==> src/rtl/alu_disp_pkg.sv <==
// alu_disp_pkg: FSM states, seven-segment codes and BCD helpers for alu_result_display.
package alu_disp_pkg;
    typedef enum logic [1:0] {
        ST_IDLE = 2'd0,
        ST_CONV = 2'd1,
        ST_LOAD = 2'd2,
        ST_ACK  = 2'd3
    } state_t;
    localparam int N_ITER = 9;
    localparam logic [6:0] SEG_0     = 7'h40;
    localparam logic [6:0] SEG_1     = 7'h79;
    localparam logic [6:0] SEG_2     = 7'h24;
    localparam logic [6:0] SEG_3     = 7'h30;
    localparam logic [6:0] SEG_4     = 7'h19;
    localparam logic [6:0] SEG_5     = 7'h12;
    localparam logic [6:0] SEG_6     = 7'h02;
    localparam logic [6:0] SEG_7     = 7'h78;
    localparam logic [6:0] SEG_8     = 7'h00;
    localparam logic [6:0] SEG_9     = 7'h10;
    localparam logic [6:0] SEG_BLANK = 7'h7F;
    function automatic logic [11:0] add3(input logic [11:0] b);
        logic [11:0] r;
        for (int i = 0; i < 3; i++)
            r[i*4 +: 4] = (b[i*4 +: 4] >= 4'd5) ? b[i*4 +: 4] + 4'd3 : b[i*4 +: 4];
        return r;
    endfunction
    function automatic logic [6:0] seg_of(input logic [3:0] d);
        case (d)
            4'd0:    return SEG_0;
            4'd1:    return SEG_1;
            4'd2:    return SEG_2;
            4'd3:    return SEG_3;
            4'd4:    return SEG_4;
            4'd5:    return SEG_5;
            4'd6:    return SEG_6;
            4'd7:    return SEG_7;
            4'd8:    return SEG_8;
            4'd9:    return SEG_9;
            default: return SEG_BLANK;
        endcase
    endfunction
endpackage

==> src/rtl/bin_to_bcd_seq.sv <==
// bin_to_bcd_seq: sequential 9-bit double-dabble; one add-3/shift step per clock.
// done is high in the cycle whose closing edge performs the final step.
module bin_to_bcd_seq
    import alu_disp_pkg::*;
(
    input  logic        clk,
    input  logic        rst,
    input  logic        start,
    input  logic [8:0]  bin,
    output logic        done,
    output logic [11:0] bcd
);
    logic [8:0]  r_sh;
    logic [11:0] r_bcd;
    logic [3:0]  r_iter;
    logic [11:0] w_adj;
    assign w_adj = add3(r_bcd);
    assign done  = (r_iter == 4'(N_ITER - 1));
    assign bcd   = r_bcd;
    always_ff @(posedge clk or posedge rst) begin
        if (rst) begin
            r_sh   <= '0;
            r_bcd  <= '0;
            r_iter <= 4'(N_ITER);
        end else if (start) begin
            r_sh   <= bin;
            r_bcd  <= '0;
            r_iter <= '0;
        end else if (r_iter < 4'(N_ITER)) begin
            {r_bcd, r_sh} <= {w_adj[10:0], r_sh, 1'b0};
            r_iter        <= r_iter + 4'd1;
        end
    end
endmodule

==> src/rtl/alu_result_display.sv <==
// alu_result_display: captures the ALU result, converts it to BCD and scans it
// onto a 4-digit common-anode display, acking the ALU once the display updates.
module alu_result_display
    import alu_disp_pkg::*;
#(
    parameter int REFRESH_DIV = 100000,
    parameter int RES_W       = 9
) (
    input  logic             clk,
    input  logic             rst,
    input  logic [RES_W-1:0] res_in,
    input  logic             res_valid,
    output logic             ack,
    output logic             busy,
    output logic [3:0]       an,
    output logic [6:0]       seg,
    output logic             dp
);
    localparam int CW = (REFRESH_DIV > 1) ? $clog2(REFRESH_DIV) : 1;
    state_t          r_state, w_state_nx;
    logic            r_ack, r_busy, w_ack_nx, w_busy_nx, w_start, w_load, w_done;
    logic [11:0]     w_bcd, r_disp;
    logic [CW-1:0]   r_cnt;
    logic [1:0]      r_idx;
    logic [3:0]      r_an, w_h, w_t, w_u;
    logic [6:0]      r_seg, w_seg;
    bin_to_bcd_seq u_conv (
        .clk   (clk),
        .rst   (rst),
        .start (w_start),
        .bin   (res_in),
        .done  (w_done),
        .bcd   (w_bcd)
    );
    always_comb begin
        w_state_nx = r_state;
        w_ack_nx   = r_ack;
        w_busy_nx  = r_busy;
        w_start    = 1'b0;
        w_load     = 1'b0;
        case (r_state)
            ST_IDLE: if (res_valid) begin
                w_start    = 1'b1;
                w_busy_nx  = 1'b1;
                w_state_nx = ST_CONV;
            end
            ST_CONV: if (w_done) w_state_nx = ST_LOAD;
            ST_LOAD: begin
                w_load     = 1'b1;
                w_busy_nx  = 1'b0;
                w_ack_nx   = 1'b1;
                w_state_nx = ST_ACK;
            end
            ST_ACK: if (!res_valid) begin
                w_ack_nx   = 1'b0;
                w_state_nx = ST_IDLE;
            end
        endcase
    end
    always_ff @(posedge clk or posedge rst) begin
        if (rst) begin
            r_state <= ST_IDLE;
            r_ack   <= 1'b0;
            r_busy  <= 1'b0;
            r_disp  <= '0;
        end else begin
            r_state <= w_state_nx;
            r_ack   <= w_ack_nx;
            r_busy  <= w_busy_nx;
            if (w_load) r_disp <= w_bcd;
        end
    end
    // Free-running scan, independent of the handshake FSM.
    always_ff @(posedge clk or posedge rst) begin
        if (rst) begin
            r_cnt <= '0;
            r_idx <= '0;
        end else if (r_cnt == CW'(REFRESH_DIV - 1)) begin
            r_cnt <= '0;
            r_idx <= r_idx + 2'd1;
        end else begin
            r_cnt <= r_cnt + CW'(1);
        end
    end
    assign {w_h, w_t, w_u} = r_disp;
    always_comb begin
        w_seg = (r_idx == 2'd0) ? seg_of(w_u) :
                (r_idx == 2'd1) ? ((w_h == 4'd0 && w_t == 4'd0) ? SEG_BLANK : seg_of(w_t)) :
                (r_idx == 2'd2) ? ((w_h == 4'd0) ? SEG_BLANK : seg_of(w_h)) : SEG_BLANK;
    end
    always_ff @(posedge clk or posedge rst) begin
        if (rst) begin
            r_an  <= 4'b1110;
            r_seg <= SEG_0;
        end else begin
            r_an  <= ~(4'b0001 << r_idx);
            r_seg <= w_seg;
        end
    end
    assign ack  = r_ack;
    assign busy = r_busy;
    assign an   = r_an;
    assign seg  = r_seg;
    assign dp   = 1'b1;
endmodule

==> config.mk <==
export PLATFORM = sky130hd
export DESIGN_NAME = alu_result_display
export DESIGN_NICKNAME = d
export VERILOG_FILES = /design/src/rtl/alu_disp_pkg.sv /design/src/rtl/bin_to_bcd_seq.sv /design/src/rtl/alu_result_display.sv
export SDC_FILE = /design/constraint.sdc
export NUM_CORES = 1
export LEC_CHECK = 0
export BUFFER_PORTS_ARGS = -buffer_cell sky130_fd_sc_hd__clkbuf_2
export CAP_MARGIN = 20
export CORE_MARGIN = 2
export CORE_UTILIZATION = 50
export CTS_CLUSTER_SIZE = 25
export DETAILED_ROUTE_END_ITERATION = 7
export GPL_ROUTABILITY_DRIVEN = 1
export PLACE_DENSITY = 0.67
export SYNTH_ARGS = -nofsm -noshare
export SYNTH_HDL_FRONTEND = slang
export SYNTH_SLANG_ARGS = --single-unit
==> constraint.sdc <==
create_clock -name clk -period 5.8 [get_ports clk]
set_clock_uncertainty 0.15 [all_clocks]
set_input_delay 1.16 -clock clk [delete_from_list [all_inputs] [get_ports clk]]
set_output_delay 1.16 -clock clk [all_outputs]
set_load 0.01 [all_outputs]
# == Yosys cells after proc, flatten, opt, wreduce, memory -nomap -nowiden ==
# Memory sizes are Yosys's and may differ from the RTL's.
# Index checks and enable logic that the tools add are counted.
# word_totals
word_cells,73
output_inout_bits,14
in_bits,12
reg_bits,71
mem_bits_ro,336
memories,3
# memory_table
memory,depth,word_bits,read_ports,rd_clocked_by_memory_dff,wr,line_no,source
(no name shown),16,7,1,0,0,alu_disp_pkg.sv:28,case (d)
(no name shown),16,7,1,0,0,alu_disp_pkg.sv:28,
(no name shown),16,7,1,0,0,alu_disp_pkg.sv:28,
# classes
bitwise,1
order_cmp,4
shift,1
n_mux,26
reduce_logical,11
n_eq_ne,10
n_addsub,6
# ops
operator,n
$mux 7,5
$mux 12,2
$mux 9,2
$add 17x1->17 const B,1
$eq 17x17->1 const B,1
$mux 17,1
$mux 4,4
$ge 4x3->1 const B,3
$add 4x2->4 const B,2
$logic_not 4->1,2
$pmux 2 s4,1
$eq 2x2->1 const B,3
$mux 2,3
$reduce_bool 2->1,3
$mux 1,5
$add 4x1->4 const B,1
$eq 2x1->1 const B,2
$eq 4x4->1 const B,1
$logic_not 2->1,2
$lt 4x4->1 const B,1
$ne 2x2->1 const B,2
$not 4->4,1
$pmux 1 s2,2
$reduce_and 2->1,2
other kinds (7),7

# == Depth between registers and ports, before layout ==
# depth
word_depth,5
ltp_mapped,7
mapped_depth_nobuf,6

# == Cells and area by module ==
# Synthesis repeated with hierarchy kept, for this count alone.
# unflattened
hier_cells,416
area_unflattened_um2,4012.6
# by_module_without_submodules
mod,n_inst,seq_area_each_um2,area_per_inst_um2,cells_per_inst
alu_result_display,1,1156.1,2623.8,271
bin_to_bcd_seq,1,628.1,1388.8,145

# == Least setup slack after synthesis ==
# No wires, ideal clock.
# synth_path
path_kind,in2reg
startpoint,input res_valid
endpoint,register u_conv.r_sh[1]
t_arrival_ns,1.738
n_path_buf,1
required_ns,5.568
setup_time_ns,0.082
stages,4
slack_ns,3.830
cell_sequence,nand2_1 clkbuf_1 nor2_1 a31oi_1
# synth_via
elab_chain_cells,3
word_cells_on_any_way,4
cone_classes,3 x mux; 1 x reduce/logical
# synth_lines
item,line_no,source
"start, declared",alu_result_display.sv:12,"input logic res_valid,"
$mux 1 *,alu_result_display.sv:42,ST_IDLE: if (res_valid) begin
$mux 1 *,alu_result_display.sv:41,case (r_state)
$mux 9 / $reduce_bool 2->1 (equally long branches),--,
"end signal, assigned",bin_to_bcd_seq.sv:26,r_sh <= bin;
"end signal, assigned",bin_to_bcd_seq.sv:30,"{r_bcd, r_sh} <= {w_adj[10:0], r_sh, 1'b0};"
"end, declared",bin_to_bcd_seq.sv:13,logic [8:0] r_sh;
# Every way passes the cells marked *; elsewhere a longest branch is shown, timed or not.
# A chain may end at the register's enable or synchronous reset.

# == Worst setup path in the final report ==
# layout_path
startpoint,register r_cnt[0]
endpoint,register r_cnt[15]
# layout_via
elab_chain_cells,2
word_cells_on_any_way,3
cone_classes,1 x add/sub; 1 x eq/ne; 1 x mux
# layout_lines
item,line_no,source
"start, declared",alu_result_display.sv:23,logic [CW-1:0] r_cnt;
"start signal, assigned",alu_result_display.sv:82,r_cnt <= r_cnt + CW'(1);
$add 17x1->17 / $eq 17x17->1 (equally long branches),"alu_result_display.sv:82, alu_result_display.sv:78",
$mux 17 *,alu_result_display.sv:78,end else if (r_cnt == CW'(REFRESH_DIV - 1)) begin
# Marks and branches as above.

==> results by group <==
Run status
  – Status: finished, final reports clean

Synthesis
  – Mapped cell area: 0.003948 mm²
  – Largest family of logic cells by synthesized area: simple AND/OR/NAND/NOR gates
  – Post-synthesis cell type count: between 40 and 50
  – Number of flops mapped to enable cells by yosys: 0
  – Mux share of post-synthesis cell area: around 4%
  – Simple-Gate Fraction of Synth Area: roughly 18%
  – Synth Area in XOR/XNOR: 4.659%
  – Number of instances in the synthesized netlist: between 400 and 500
  – Asr flop ratio synth: between 90% and 100%
  – Number of synthesized register bits: about 70
  – Syn_nets: about 470
  – Adder-cell area share of the yosys netlist: 10.78%
  – Yosys warns: 0
  – Synth Flop Type: dfrtp_1
  – Post-synthesis compound-gate area fraction: 12.58%
  – Post-synthesis sequential area ratio: between 40 and 50%
  – Avg Synthesized Cell Area: ~9.4 µm²

STA
  – Final Hold Viols: 0
  – Slew Viols, Final: 0
  – FMAX: 431.5 MHz
  – Setup violations, final: 0
  – Slew @ Worst Pin: 861.2 ps
  – RSZ-0062 raised after global routing: no
  – Worst slew margin: 42.59%
  – Setup total negative slack: 0 ps
  – Fin crit period: around 2300 ps
  – Setup ws final: 3482 ps
  – Final cycle utilization of the critical path: 39.96%

Place
  – Pre-CTS setup slack: about 3200 ps
  – IO buf count: 24
  – Dpl hpwl: 4964 µm
  – Placer congestion estimate: approximately 0.8
  – Dpl cell area: 0.004130 mm²

Global route
  – Pin count of the biggest net entering global routing: 72
  – Vias in the first global route: approximately 2700
  – Global Route Usage Sum: 18.05%
  – Initial antenna violation count: 0
  – First-pass GRT wire length: 12500 µm
  – Gr ovfl total: 0

Floorplanning
  – Top Ports: 26
  – Die Wd: about 93 µm
  – Die area: between 0.008 and 0.009 mm²
  – Starting Density: a little over 50%
  – Core ar.: between 0.007 and 0.008 mm²
  – Die Span Y: between 90 and 100 µm
  – Site Rows: 32

Layout
  – Most common cell after layout, fill and taps aside: dfrtp_1
  – Most frequent cells in the layout: dfrtp_1, nand2_1, o21ai_0
  – Proportion of layout cells with a drive suffix above 1: between 10% and 20%
  – Layout area overhead: 10.24%
  – Design area: around 0.0044 mm²
  – Final nets: ~490
  – Antenna Cells: 0

Routing
  – DR iter-0 viols: 182
  – DRC: 0
  – Final WL: between 7000 and 8000 µm
  – Post-DRT Antenna Nets: 0
  – Via count: 2877
  – Via/cell ratio: approximately 5.3
  – Drt first pass iters: 4
  – Wire per inst: 13.12 µm

Critical path
  – CP required: between 5000 and 6000 ps
  – Largest stage delay, worst path: between 700 and 800 ps
  – CP startpoint kind: flip-flop
  – Max FO, Critical Path: 12
  – Reg-to-Reg Start: r_cnt[0]$_DFF_PP0_
  – Capturing point of the worst reg2reg path: r_cnt[15]$_DFF_PP0_
  – WS Path Type: flip-flop to flip-flop
  – Critical path, cell by cell: ha_1 > nand4_1 > nor4_4 > nor2_1 > mux2_2
  – Delay-heaviest family, CP: simple AND/OR/NAND/NOR gates
  – CP Depth: 5
  – FF-to-FF path depth: 5
  – CP bufs+invs: 0
  – Critical path capture point type: flip-flop
  – CP max stage cell: nor4_4
  – Critical path arrival: between 2000 and 2500 ps
  – R2R setup slack: around 3500 ps

Power
  – P_int: between 1000 and 1500 µW
  – Power Density: 460.4 mW/mm²
  – Pleak: between 0.0015 and 0.002 µW
  – Flop pwr share: between 40 and 50%
  – NetSw: approximately 760 µW
  – Switching Fraction: a little under two fifths
  – Clock power frac: about 22%
  – VDD IR max: between 0.00015 and 0.0002 V
  – Comb pwr share: about two fifths

Hold path
  – Hold Path Origin: r_cnt[4]$_DFF_PP0_
  – Hold Path End: r_cnt[4]$_DFF_PP0_
  – Hold path cells: 1
  – HP Class: flip-flop to flip-flop

Clock network
  – Worst skew pair latency: between 300 and 400 ps
  – Post CTS Setup Buffer Count: 0
  – Reg clk slew, reported paths: 80 ps
  – CTS Sinks: 71
  – PostCTS Resize Cnt: 0
  – Longest Clk Path Bufs: 2
  – CTS tree: yes
  – TritonCTS buffer count: 9
  – Htree depth: 3
  – Hold_buf cts: 0
  – Root Driver: clkbuf_8

Job
  – MaxCap Viol Count: 0
==> layout make-up <==
class | instances | area (µm²)
clock buffer | 9 | 123.9
clock inverter | 7 | 97.59
fill | 726 | 3336
inverter | 29 | 108.9
multi-input combinational | 303 | 1982
sequential | 71 | 1784
tap | 102 | 127.6
timing repair buffer | 25 | 127.6
==> registers in the layout (all words and copies together) (netlist names) <==
register,flops
u_conv.r_iter,4
busy,1
u_conv.r_sh,9
r_disp,12
ack,1
u_conv.bcd,12
seg,7
r_cnt,17
r_idx,2
r_state,2
an,4
==> worst register-to-register path, delay by kind of cell, from the launching register on <==
kind                     cells  cell delay (ps)
AND/OR/NAND/NOR              3             1110
flip-flops                   1              410
multiplexers                 1              280
adder cells (fa/ha/maj)      1              240
==> per-stage QoR <==
| stage | utilization (%) | instances | hold slack [ps] | total power (µW) |
|---|---|---|---|---|
| 6_report | 56.61 | 546 | 356.3 | 2004 |
| 3_5_place_dp | 53.73 | 530 | 335.9 | 1584 |
| 4_1_cts | 56.61 | 546 | 353.3 | 2026 |
| 3_3_place_gp | 53.73 | 530 | 339.5 | 1551 |
| 5_1_grt | 56.61 | 546 | 377.7 | 2189 |
| 2_1_floorplan | - | 420 | 312.5 | 1397 |
==> power by group through the flow <==
stage                     Combinational (µW)  Clock, µW  Sequential, µW
after CTS                                774        446             806
after floorplan                          631          0             765
final                                    765        432             806
after global placement                   741          0             810
after detailed placement                 769          0             816
after global routing                     888        466             835
==> cell families (layout without fill, tap and decap cells) <==
group | Yosys count | after routing
AOI/OAI and AO/OA | 87 | 87
xor gates and xnor gates | 21 | 21
adders and majority gates | 34 | 34
buffers and inverters | 46 | 70
DFF | 71 | 71
muxes | 14 | 14
other | 1 | 1
and+or+nand+nor | 146 | 146
==> cell usage after synthesis (2+ instances only) <==
cell type   n  area [µm²]
nand4_1     6       37.54
nor2_1     37       138.9
inv_1      29       108.9
ha_1       34       425.4
nand2_1    46       172.7
a31oi_1    10       62.56
nand3_1    17       85.08
clkbuf_1   14       52.55
nor4_1      3       18.77
dfstp_2     6       157.7
o21ai_0    41       205.2
nor3b_1     4       30.03
xnor2_1    17       148.9
nor3_1      4       20.02
nor2b_1     3       18.77
buf_4       2       15.01
o22ai_1     3       18.77
dfrtp_1    65        1627
and2_1      2       12.51
a211oi_1    2       15.01
o21a_1      2       15.01
a21oi_1    20       100.1
xor2_1      4       35.03
or2_2       2       12.51
mux2i_1     2       20.02
mux2_2     12       135.1
nand2b_1   11       68.82
a221oi_1    3       26.28
and3_1      4       25.02
==> how the worst max path moves through the flow <==
stage                            start                         to  slack, ps
floorplan                          rst            ack$_DFFE_PP0P_       2700
global placement             res_valid  u_conv.bcd[6]$_DFFE_PP0P_       3310
detailed placement           res_valid  u_conv.bcd[9]$_DFFE_PP0P_       3220
CTS                 r_cnt[0]$_DFF_PP0_        r_cnt[15]$_DFF_PP0_       3460
global route        r_cnt[0]$_DFF_PP0_        r_cnt[15]$_DFF_PP0_       3260
finish              r_cnt[0]$_DFF_PP0_        r_cnt[15]$_DFF_PP0_       3480
==> routing by layer <==
metal / track usage (%) / up-vias / wire length [µm]
li1: - / 1476 / -
met1: 24.70 / 1357 / 3613
met2: 28.32 / 37 / 3309
met3: 3.173 / 7 / 154
met4: 7.598 / 0 / 89
met5: 0 / - / 0
Note: power is estimated with default switching activity, not from simulation.
